--- src/rtl/spi_bridge_pkg.sv ---
// Shared constants and helpers for the SPI system-clock bridge.
package spi_bridge_pkg;

    localparam int          SYNC_STAGES  = 2;
    localparam int          RXRDY_STAGES = 3;
    localparam logic [63:0] TX_IDLE_DEF  = '1;

    // One extra pointer bit separates a full FIFO from an empty one.
    function automatic int fifo_ptr_w(input int depth);
        return $clog2(depth) + 1;
    endfunction

endpackage

--- src/rtl/sync_ff.sv ---
// Purpose: multi-flop synchronizer for one asynchronous bit into clk.
// Latency: STAGES clk cycles.
// Backpressure: none, free-running.
module sync_ff #(
    parameter int   STAGES  = 2,
    parameter logic RST_VAL = 1'b0
) (
    input  logic clk,
    input  logic reset,
    input  logic d,
    output logic q
);

    logic [STAGES-1:0] sr_q;

    always_ff @(posedge clk or posedge reset) begin
        if (reset) begin
            sr_q <= {STAGES{RST_VAL}};
        end else begin
            sr_q <= {sr_q[STAGES-2:0], d};
        end
    end

    assign q = sr_q[STAGES-1];

endmodule

--- src/rtl/spi_sys_bridge.sv ---
// Purpose: clk-domain side of the SPI slave core: RX word FIFO, TX hold/refill, frame pulses.
// Latency: rxRdy fall to rxValid 4-5 clk; txLoad rise to refilled txData 3-4 clk.
// Backpressure: rxValid/rxAck on read (full FIFO drops and flags); txReady low while hold is occupied.
module spi_sys_bridge
    import spi_bridge_pkg::*;
#(
    parameter int                  DATA_WDT = 8,
    parameter int                  RX_DEPTH = 4,
    parameter logic [DATA_WDT-1:0] TX_IDLE  = TX_IDLE_DEF[DATA_WDT-1:0]
) (
    input  logic                clk,
    input  logic                reset,
    input  logic                ssel,
    input  logic                rxRdy,
    input  logic [DATA_WDT-1:0] rxData,
    input  logic                txLoad,
    output logic [DATA_WDT-1:0] txData,
    output logic                rxValid,
    output logic [DATA_WDT-1:0] rxWord,
    input  logic                rxAck,
    input  logic [DATA_WDT-1:0] txWord,
    input  logic                txValid,
    output logic                txReady,
    output logic                rxOverflow,
    output logic                txUnderrun,
    output logic                frameStart,
    output logic                frameEnd
);

    localparam int PW = fifo_ptr_w(RX_DEPTH);
    localparam int AW = PW - 1;

    logic ssel_s, rxrdy_s, txload_s;
    logic ssel_q, rxrdy_q, txload_q;

    sync_ff #(.STAGES(SYNC_STAGES), .RST_VAL(1'b1)) u_sync_ssel (
        .clk(clk), .reset(reset), .d(ssel), .q(ssel_s)
    );
    // One stage deeper than ssel so a frame abort is always seen before the rxRdy fall it causes.
    sync_ff #(.STAGES(RXRDY_STAGES), .RST_VAL(1'b0)) u_sync_rxrdy (
        .clk(clk), .reset(reset), .d(rxRdy), .q(rxrdy_s)
    );
    sync_ff #(.STAGES(SYNC_STAGES), .RST_VAL(1'b0)) u_sync_txload (
        .clk(clk), .reset(reset), .d(txLoad), .q(txload_s)
    );

    always_ff @(posedge clk or posedge reset) begin
        if (reset) begin
            ssel_q   <= 1'b1;
            rxrdy_q  <= 1'b0;
            txload_q <= 1'b0;
        end else begin
            ssel_q   <= ssel_s;
            rxrdy_q  <= rxrdy_s;
            txload_q <= txload_s;
        end
    end

    logic word_evt, txload_rise;

    assign word_evt    = rxrdy_q & ~rxrdy_s & ~ssel_s & ~ssel_q;
    assign txload_rise = txload_s & ~txload_q;
    assign frameStart  = ssel_q & ~ssel_s;
    assign frameEnd    = ~ssel_q & ssel_s;

    logic [DATA_WDT-1:0] mem_q [RX_DEPTH];
    logic [PW-1:0]       wptr_q, rptr_q;
    logic                fifo_full, fifo_pop, fifo_wr;

    assign rxValid    = (wptr_q != rptr_q);
    assign fifo_full  = (wptr_q[AW] != rptr_q[AW]) && (wptr_q[AW-1:0] == rptr_q[AW-1:0]);
    assign rxWord     = mem_q[rptr_q[AW-1:0]];
    assign fifo_pop   = rxValid & rxAck;
    assign fifo_wr    = word_evt & (~fifo_full | fifo_pop);
    assign rxOverflow = word_evt & fifo_full & ~fifo_pop;

    always_ff @(posedge clk or posedge reset) begin
        if (reset) begin
            wptr_q <= '0;
            rptr_q <= '0;
            for (int i = 0; i < RX_DEPTH; i++) begin
                mem_q[i] <= '0;
            end
        end else begin
            if (fifo_wr) begin
                mem_q[wptr_q[AW-1:0]] <= rxData;
                wptr_q                <= wptr_q + PW'(1);
            end
            if (fifo_pop) begin
                rptr_q <= rptr_q + PW'(1);
            end
        end
    end

    logic [DATA_WDT-1:0] tx_data_q, tx_data_d, hold_q, hold_d;
    logic                tx_pend_q, tx_pend_d, hold_full_q, hold_full_d;
    logic                tx_accept;

    assign txReady   = ~hold_full_q;
    assign tx_accept = txValid & ~hold_full_q;
    assign txData    = tx_data_q;

    // A load edge only ever sees the old hold; a same-cycle write lands after it.
    always_comb begin
        tx_data_d   = tx_data_q;
        tx_pend_d   = tx_pend_q;
        hold_d      = hold_q;
        hold_full_d = hold_full_q;
        txUnderrun  = 1'b0;
        if (txload_rise) begin
            if (hold_full_q) begin
                tx_data_d   = hold_q;
                tx_pend_d   = 1'b1;
                hold_full_d = 1'b0;
            end else begin
                tx_data_d   = TX_IDLE;
                tx_pend_d   = 1'b0;
                txUnderrun  = ~ssel_s;
            end
        end else if (!tx_pend_q && hold_full_q) begin
            tx_data_d   = hold_q;
            tx_pend_d   = 1'b1;
            hold_full_d = 1'b0;
        end
        if (tx_accept) begin
            hold_d      = txWord;
            hold_full_d = 1'b1;
        end
    end

    always_ff @(posedge clk or posedge reset) begin
        if (reset) begin
            tx_data_q   <= TX_IDLE;
            tx_pend_q   <= 1'b0;
            hold_q      <= '0;
            hold_full_q <= 1'b0;
        end else begin
            tx_data_q   <= tx_data_d;
            tx_pend_q   <= tx_pend_d;
            hold_q      <= hold_d;
            hold_full_q <= hold_full_d;
        end
    end

endmodule

--- config.mk ---
export PLATFORM = sky130hd
export DESIGN_NAME = spi_sys_bridge
export DESIGN_NICKNAME = d
export VERILOG_FILES = /design/src/rtl/spi_bridge_pkg.sv /design/src/rtl/sync_ff.sv /design/src/rtl/spi_sys_bridge.sv
export SDC_FILE = /design/constraint.sdc
export NUM_CORES = 1
export LEC_CHECK = 0
export CORE_UTILIZATION = 40
export DETAILED_ROUTE_END_ITERATION = 12
export DONT_BUFFER_PORTS = 1
export PLACE_DENSITY_LB_ADDON = 0.1
export SLEW_MARGIN = 20
export SYNTH_ARGS = -nofsm -noshare
export SYNTH_HDL_FRONTEND = slang
export SYNTH_SLANG_ARGS = --single-unit
--- constraint.sdc ---
create_clock -name clk -period 2.5 [get_ports clk]
set_clock_uncertainty 0.05 [all_clocks]
set_input_delay 0.5 -clock clk [delete_from_list [all_inputs] [get_ports clk]]
set_output_delay 0.5 -clock clk [all_outputs]
set_load 0.01 [all_outputs]
Yosys cells after proc, flatten, opt, wreduce, memory -nomap -nowiden:

Index checks and enable logic that the tools add are counted.

* word-level logic and storage cells: 68
* input port bits: 23
* output and inout port bits: 22
* register bits after elaboration: 66

* magnitude comparators: 3
* reductions and logical operators: 6
* add/subtract/negate cells: 2
* equal/unequal tests: 3
* bitwise operators: 21
* mux-type cells: 17

Operators with widths (number)
* $mux W8: 6
* $bwmux W32: 1
* $bmux W8 S2: 1
* $demux W8 S2: 1
* $and A1 B1 Y1: 11
* $mux W1: 8
* $not A1 Y1: 7
* $add A3 B1 Y3 const B: 2
* $ge A3 B3 Y1 const B: 2
* $not A2 Y3: 2
* $logic_and A1 B1 Y1: 3
* $lt A3 B1 Y1 const B: 1
* $ne A3 B3 Y1: 1
* $reduce_bool A3 Y1: 1
* $eq A2 B2 Y1: 1
* $reduce_bool A2 Y1: 1
* $logic_not A1 Y1: 1
* $ne A1 B1 Y1: 1
* $or A1 B1 Y1: 1

Depth between registers and ports, before layout:

Gate-level depths: netlist of the first run.

* depth after elaboration: 6
* gate-level depth with buffers: 5
* mapped depth without buffers: 4

Cells and area by module:

From an unflattened synthesis of the first run, not the netlist that was laid out.

* cells, all modules: 173
* area, all modules: 2753.9 µm²

Modules (own cells, without submodules)
* spi_sys_bridge: area each 2565.0 µm², cells each 163, times used 1
* sync_ff (u_sync_rxrdy): area each 78.8 µm², cells each 4, times used 1
* sync_ff (u_sync_ssel): area each 56.3 µm², cells each 3, times used 1
* sync_ff (u_sync_txload): area each 53.8 µm², cells each 3, times used 1

Worst setup path after synthesis of the first run:

OpenSTA, ideal clock, no wires.

* kind: register to output
* start: register rptr_q[0]
* end: output rxValid
* path slack: 0.664 ns
* required time: 1.950 ns
* arrival: 1.286 ns
* cell stages (with the launch flop): 5
* cells stage by stage: dfrtp_1 buf_6 xnor2_1 nand2_1 or2_2

* word-level cells in the longest chain between the ends: 1

Ends and longest elaborated chain
* from (decl): line spi_sys_bridge.sv:67 `logic [PW-1:0] wptr_q, rptr_q;`
* from (signal assigned): line spi_sys_bridge.sv:90 `rptr_q <= rptr_q + PW'(1);`
* $ne A3 B3 Y1: line spi_sys_bridge.sv:70 `assign rxValid = (wptr_q != rptr_q);`
* to (decl): line spi_sys_bridge.sv:18 `output logic rxValid,`

Every way passes these cells.

Final worst setup path of the first run:

* start: register rptr_q[0]
* end: output rxWord[3]

* word-level cells in the longest chain between the ends: 4

Ends and longest elaborated chain
* $not A2 Y3 (not written as such): line spi_sys_bridge.sv:72 `assign rxWord = mem_q[rptr_q[AW-1:0]];`
* $bmux W8 S2: line spi_sys_bridge.sv:72
* $mux W8 (not written as such) (2 in series): line spi_sys_bridge.sv:72
* to (decl): line spi_sys_bridge.sv:19 `output logic [DATA_WDT-1:0] rxWord,`

Every way passes these cells. The select of a mux whose other input is x is not followed.

==> results of run 1 <==
## area by class of cell
| type | instances | area (sq um) |
|---|---|---|
| flip-flops and latches | 66 | 1670 |
| repair buffers | 2 | 27.5 |
| clock inverters | 4 | 50.0 |
| fillers | 570 | 3450 |
| well taps | 77 | 96.3 |
| multi-input cells | 94 | 1070 |
| clock buffers | 12 | 155 |
| inverters | 5 | 18.8 |
## power by group
part | switching (uW) | internal [uW] | total (uW)
combinational | 505 | 629 | 1130
sequential | 315 | 1540 | 1850
clock | 377 | 513 | 890
total | 1200 | 2680 | 3880
## metrics by stage
stage | cell area [sq um] | worst slack (ps)
global route | 3080 | 23.5
floorplan | 2770 | 313
finish | 3080 | 166
global placement | 2870 | 409
detailed placement | 2870 | 368
CTS | 3080 | 11.2
## state kept, by name, indices dropped and copies added (netlist names), 2 cells and up
register            flops
rptr_q                  3
hold_q                  8
u_sync_rxrdy.sr_q       3
mem_q                  32
txData                  8
wptr_q                  3
u_sync_ssel.sr_q        2
u_sync_txload.sr_q      2
## layout by cell type (no fill, tap or decap), types with 2 or more instances in the layout
cell        count
dfrtp_1        55
mux2_2         42
clkbuf_8       11
dfstp_2        11
mux4_1          8
o22a_1          8
nand2_1         5
ha_1            5
inv_1           4
xnor2_1         4
nand3_2         3
nor2b_1         3
o21ai_1         2
a21oi_1         2
a31oi_1         2
clkinvlp_4      2
## routing by layer
metal	vias to the layer above	track usage (%)
met5	-	0
met4	0	5.91
met3	6	6.81
met2	34	24.0
met1	739	18.3
li1	639	-
## how the worst min path moves through the flow
| stage | from | to | slack (ps) | cells past startpoint |
|---|---|---|---|---|
| 4_1_cts | ssel | u_sync_ssel.sr_q[0] | 90 | 0 |
| 5_1_grt | ssel | u_sync_ssel.sr_q[0] | 90 | 0 |
| 2_1_floorplan | u_sync_rxrdy.sr_q[0] | u_sync_rxrdy.sr_q[1] | 280 | 0 |
| 3_3_place_gp | u_sync_txload.sr_q[0] | u_sync_txload.sr_q[1] | 290 | 0 |
| 3_5_place_dp | u_sync_rxrdy.sr_q[1] | u_sync_rxrdy.sr_q[2] | 300 | 0 |
| 6_report | reset | rptr_q[1] | 100 | 1 |
## timing repair
action / in CTS / in global routing
gates resized for setup: 0 / 1
endpoints found under the hold margin: 0 / 0
endpoints found under the setup margin: 0 / 2
## cell families after synthesis
kind of cell	count (synthesis)	synth area share [%]
xor gates and xnor gates	6	1.90
DFF	66	60.1
adders and majority gates	5	2.26
and+or+nand+nor	18	5.55
buffers and inverters	8	1.62
AOI/OAI and AO/OA	15	3.97
muxes	50	24.6
==> reports/qor.yml, run 1 <==
status:
  status: "finished clean"
critical_path:
  crit_arrival_ps: 1780
  endpoint_kind: "output port"
  critPathTopFamily: "flip-flops"
  worstPathRequired_ps: 1950
  critPathCapture: "rxWord[3]"
  worst-path-max-fanout: 11
  path_cells: "mux4_1"
  cp_num_cells: 1
  worstSetupPathType: "flip-flop to output port"
  critPathLaunch: "rptr_q[0]"
  cpPeakStageDelay_ps: 730
  r2r-end: "mem_q[25]"
  cp_slowest_cell: "dfrtp_1"
  reg2reg_depth: 4
  r2r_slack_ps: 520
  worst-path-buf-inv: 0
  startpoint_type: "flip-flop"
  reg2reg_from: "rptr_q[0]"
yosys:
  synth.distinct_cells: 25
  synthTopCellsByArea: "dfrtp_1, mux2_2, dfstp_2"
  syn_inst: 168
  synth-edff-count: 0
  ys_async_sr_fraction_pct: 100
  seq_area_frac_synth_pct: 60.1
  synth_top_area_cell: "dfrtp_1"
  synth_most_common_cell: "dfrtp_1"
  syn-cell-area_sq_mm: 0.00277
  synth_seq_cells: 66
  yosysWarnings: 0
  synth_top_cell_area_share_pct: 49.6
  postSynthAreaPerCell_sq_um: 16.5
  synth_nets: 196
  ys.flop_type: "dfrtp_1"
  synth_common_cells: "dfrtp_1, mux2_2, dfstp_2, mux4_1, o22a_1"
cells_and_area:
  syn_to_final_growth_pct: 11.2
  num-nets-final: 206
  antennaDiodeCount: 0
  drive_gt1_share_pct: 43.2
  instances_no_fill: 260
  finish.utilization_pct: 47.2
pwr:
  ir_drop_mv: 0.431
  p_leak_uw: 0.00137
  powerDensity_mw_per_mm2: 1260
  total_power_uw: 3880
grt:
  grt_pass1_vias: 1560
  grt_pass1_wl_mm: 8.00
  grt_antenna_before_repair: 0
  grt_usage_pct: 15.2
  overflow: 0
  grt_max_degree: 38
cts:
  cts.clk_slew.worst_paths_ps: 70
  ctsHtreeMaxLevel: 3
  cts_tree: "built"
  post_cts_buffers: 0
  root_buffer: "clkbuf_8"
  clockBufferDepth: 2
  holdBufCountCts: 0
  cts_buffers: 9
  cts_num_sinks: 66
  clk_latency_ps: 330
sta:
  setup_viol: 0
  post-route-period-util_pct: 93.4
  rsz0062_at_grt: "false"
  slew_violations: 0
  hold_viol_final: 0
  fmax_mhz: 428
  holdWs_ps: 99.3
  finalSetupTns_ps: 0
  slew_headroom_pct: 46.4
  tightest_slew_ps: 802
  fin_crit_ps: 2330
route:
  wl_met1_mm: 2.04
  dr.first_iter.drc_count: 47
  wl_met2_mm: 2.40
  wl_per_cell_microns: 18.4
  vias: 1418
  postRouteAntennaNets: 0
  post_drt_via_cell_ratio: 5.45
  wl_met3_microns: 297
  firstDrtPassIters: 4
  routed_wl_mm: 4.79
  drcViolationCount: 0
  highest_layer: "met4"
place:
  place_hpwl_mm: 3.35
  dp_cells: 244
  portBuffers: 0
  gp_congestion: 0.721
floorplanning:
  start_util_pct: 42.5
  io_pins: 45
  die_h_microns: 85.3
  row_count: 29
  die_w_microns: 85.3
  fp.dieArea_sq_mm: 0.00727
  core_sq_mm: 0.00653
worst_hold_path:
  min-delay-path-class: "input pin to async pin"
run:
  drv_cap: 0
No activity file was read; power rests on OpenSTA's default activity.
==> inputs of run 2 (changes only) <==
--- a/config.mk
+++ b/config.mk
@@ -9,6 +9,7 @@
 export DETAILED_ROUTE_END_ITERATION = 12
 export DONT_BUFFER_PORTS = 1
 export PLACE_DENSITY_LB_ADDON = 0.1
+export SETUP_SLACK_MARGIN = 0.3
 export SLEW_MARGIN = 20
 export SYNTH_ARGS = -nofsm -noshare
 export SYNTH_HDL_FRONTEND = slang
==> run 2 against run 1 <==
  * Maximum frequency increased by 9.5%
  * Clock power about the same
  * Final cell count unchanged
  * Non-clock buffer count unchanged
  * Sequential power about the same
  * Clock-buffer cell count unchanged
  * Register-to-register slack improved by 160 ps
  * Setup slack improved by 200 ps
  * Flip-flop and latch count unchanged
  * Highest routed layer unchanged
==> reports/qor.yml, run 2 (synthesized netlist as in run 1, its figures left out) <==
cells_and_area:
  final_common_cell: "dfrtp_1"
  final-seq-area_sq_mm: 0.00167
  top_register: "mem_q"
  antennaDiodeCount: 0
  multi_input_area_sq_mm: 0.00109
  fill_cells: 569
  num-nets-final: 206
  largest_reg_flops: 32
  final_area_sq_mm: 0.00311
  drive_gt1_share_pct: 44.8
  layout_common_cells: "dfrtp_1, mux2_2, clkbuf_8, dfstp_2"
  syn_to_final_growth_pct: 12.1
  instances_no_fill: 260
status:
  status: "finished clean"
floorplanning:
  die_h_microns: 85.3
  start_util_pct: 42.5
  io_pins: 45
  core_sq_mm: 0.00653
  fp.dieArea_sq_mm: 0.00727
  die_w_microns: 85.3
  row_count: 29
sta:
  hold_viol_final: 0
  tightest_slew_ps: 806
  rsz0062_at_grt: "true"
  finalSetupTns_ps: 0
  fmax_mhz: 469
  fin_crit_ps: 2130
  slew_violations: 0
  slew_headroom_pct: 46.2
  post-route-period-util_pct: 85.2
  setup_viol: 0
cts:
  holdBufCountCts: 0
  ctsHtreeMaxLevel: 3
  clockBufferDepth: 2
  cts.clk_slew.worst_paths_ps: 70
  clk_latency_ps: 330
  cts_tree: "built"
  root_buffer: "clkbuf_8"
  cts_buffers: 9
  post_cts_buffers: 0
  cts_num_sinks: 66
route:
  dr.first_iter.drc_count: 45
  post_drt_via_cell_ratio: 5.42
  drcViolationCount: 0
  wl_per_cell_microns: 18.4
  vias: 1410
  postRouteAntennaNets: 0
  firstDrtPassIters: 4
  routed_wl_mm: 4.79
grt:
  overflow: 0
  grt_usage_pct: 15.1
  grt_max_degree: 38
  grt_antenna_before_repair: 0
  grt_pass1_vias: 1555
  grt_pass1_wl_mm: 7.97
place:
  gp_congestion: 0.721
  place_hpwl_mm: 3.35
  portBuffers: 0
  dp_cells: 244
  post_dp_cell_area_sq_mm: 0.00287
critical_path:
  startpoint_type: "flip-flop"
  endpoint_kind: "output port"
  crit_arrival_ps: 1580
  worst-path-max-fanout: 11
  worstSetupPathType: "flip-flop to output port"
  worstPathRequired_ps: 1950
pwr:
  ir_drop_mv: 0.431
  powerDensity_mw_per_mm2: 1260
  p_leak_uw: 0.00138
run:
  drv_cap: 0
worst_hold_path:
  min-delay-path-class: "input pin to async pin"
-- run 2: cell types whose count changed in the layout (fill, tap and decap cells not counted) --
cell	before	now
dfrtp_1	55	54
xnor2_1	4	3
nor2_1	1	0
nor2_2	0	1
xnor2_4	0	1
dfrtp_4	0	1
-- run 2: power by group --
part           total (uW)  switching (uW)  internal, uW
clock network         891             378           513
registers            1880             331          1540
logic                1160             506           656
total                3930            1210          2710
-- run 2: area by class of cell --
type | count | area share [%]
sequential | 66 | 53.7
multi-input combinational | 94 | 35.1
clock buffer | 12 | 4.99
tap | 77 | 3.10
clock inverter | 4 | 1.61
timing repair buffer | 2 | 0.886
inverter | 5 | 0.604
-- run 2: metrics by stage --
step	total power [uW]	setup WS, ps	hold slack, ps	utilization, %
3_5_place_dp	3020	368	298	43.9
4_1_cts	3960	291	93.3	47.3
3_3_place_gp	2950	409	290	43.9
2_1_floorplan	2780	313	281	-
6_report	3930	369	98.7	47.6
5_1_grt	4200	234	85.1	47.6
-- run 2: path summary, 6_finish.rpt --
kind                       depth (start not counted)  slack, ps                start             endpoint
max                                                3        370            rptr_q[0]              rxValid
min                                                1        100                reset            rptr_q[1]
max reg2reg                                        3        680  u_sync_ssel.sr_q[1]            mem_q[25]
min reg2reg                                        0        310  u_sync_ssel.sr_q[0]  u_sync_ssel.sr_q[1]
max in group asynchronous                          2       1610                reset            txData[6]
min in group clk                                   0        110                 ssel  u_sync_ssel.sr_q[0]
-- run 2: repair_timing --
item                       CTS  global route
setup endpoints to repair   10             9
resized for setup            3             3
hold endpoints to repair     0             0
-- run 2: critical path, cell delays in order, from the launching register on --
cell and delay [ps]:
dfrtp_4 590, xnor2_4 220, nand2_1 100, or2_2 340
-- run 2: routing by layer --
metal	wire length, microns	vias up	part of all wire (%)	GRT usage [%]
met5	0	-	0	0
met4	55	0	1.1	5.91
met3	288	6	6.0	6.81
met2	2400	32	50	23.9
met1	2040	732	43	18.2
li1	-	640	-	-
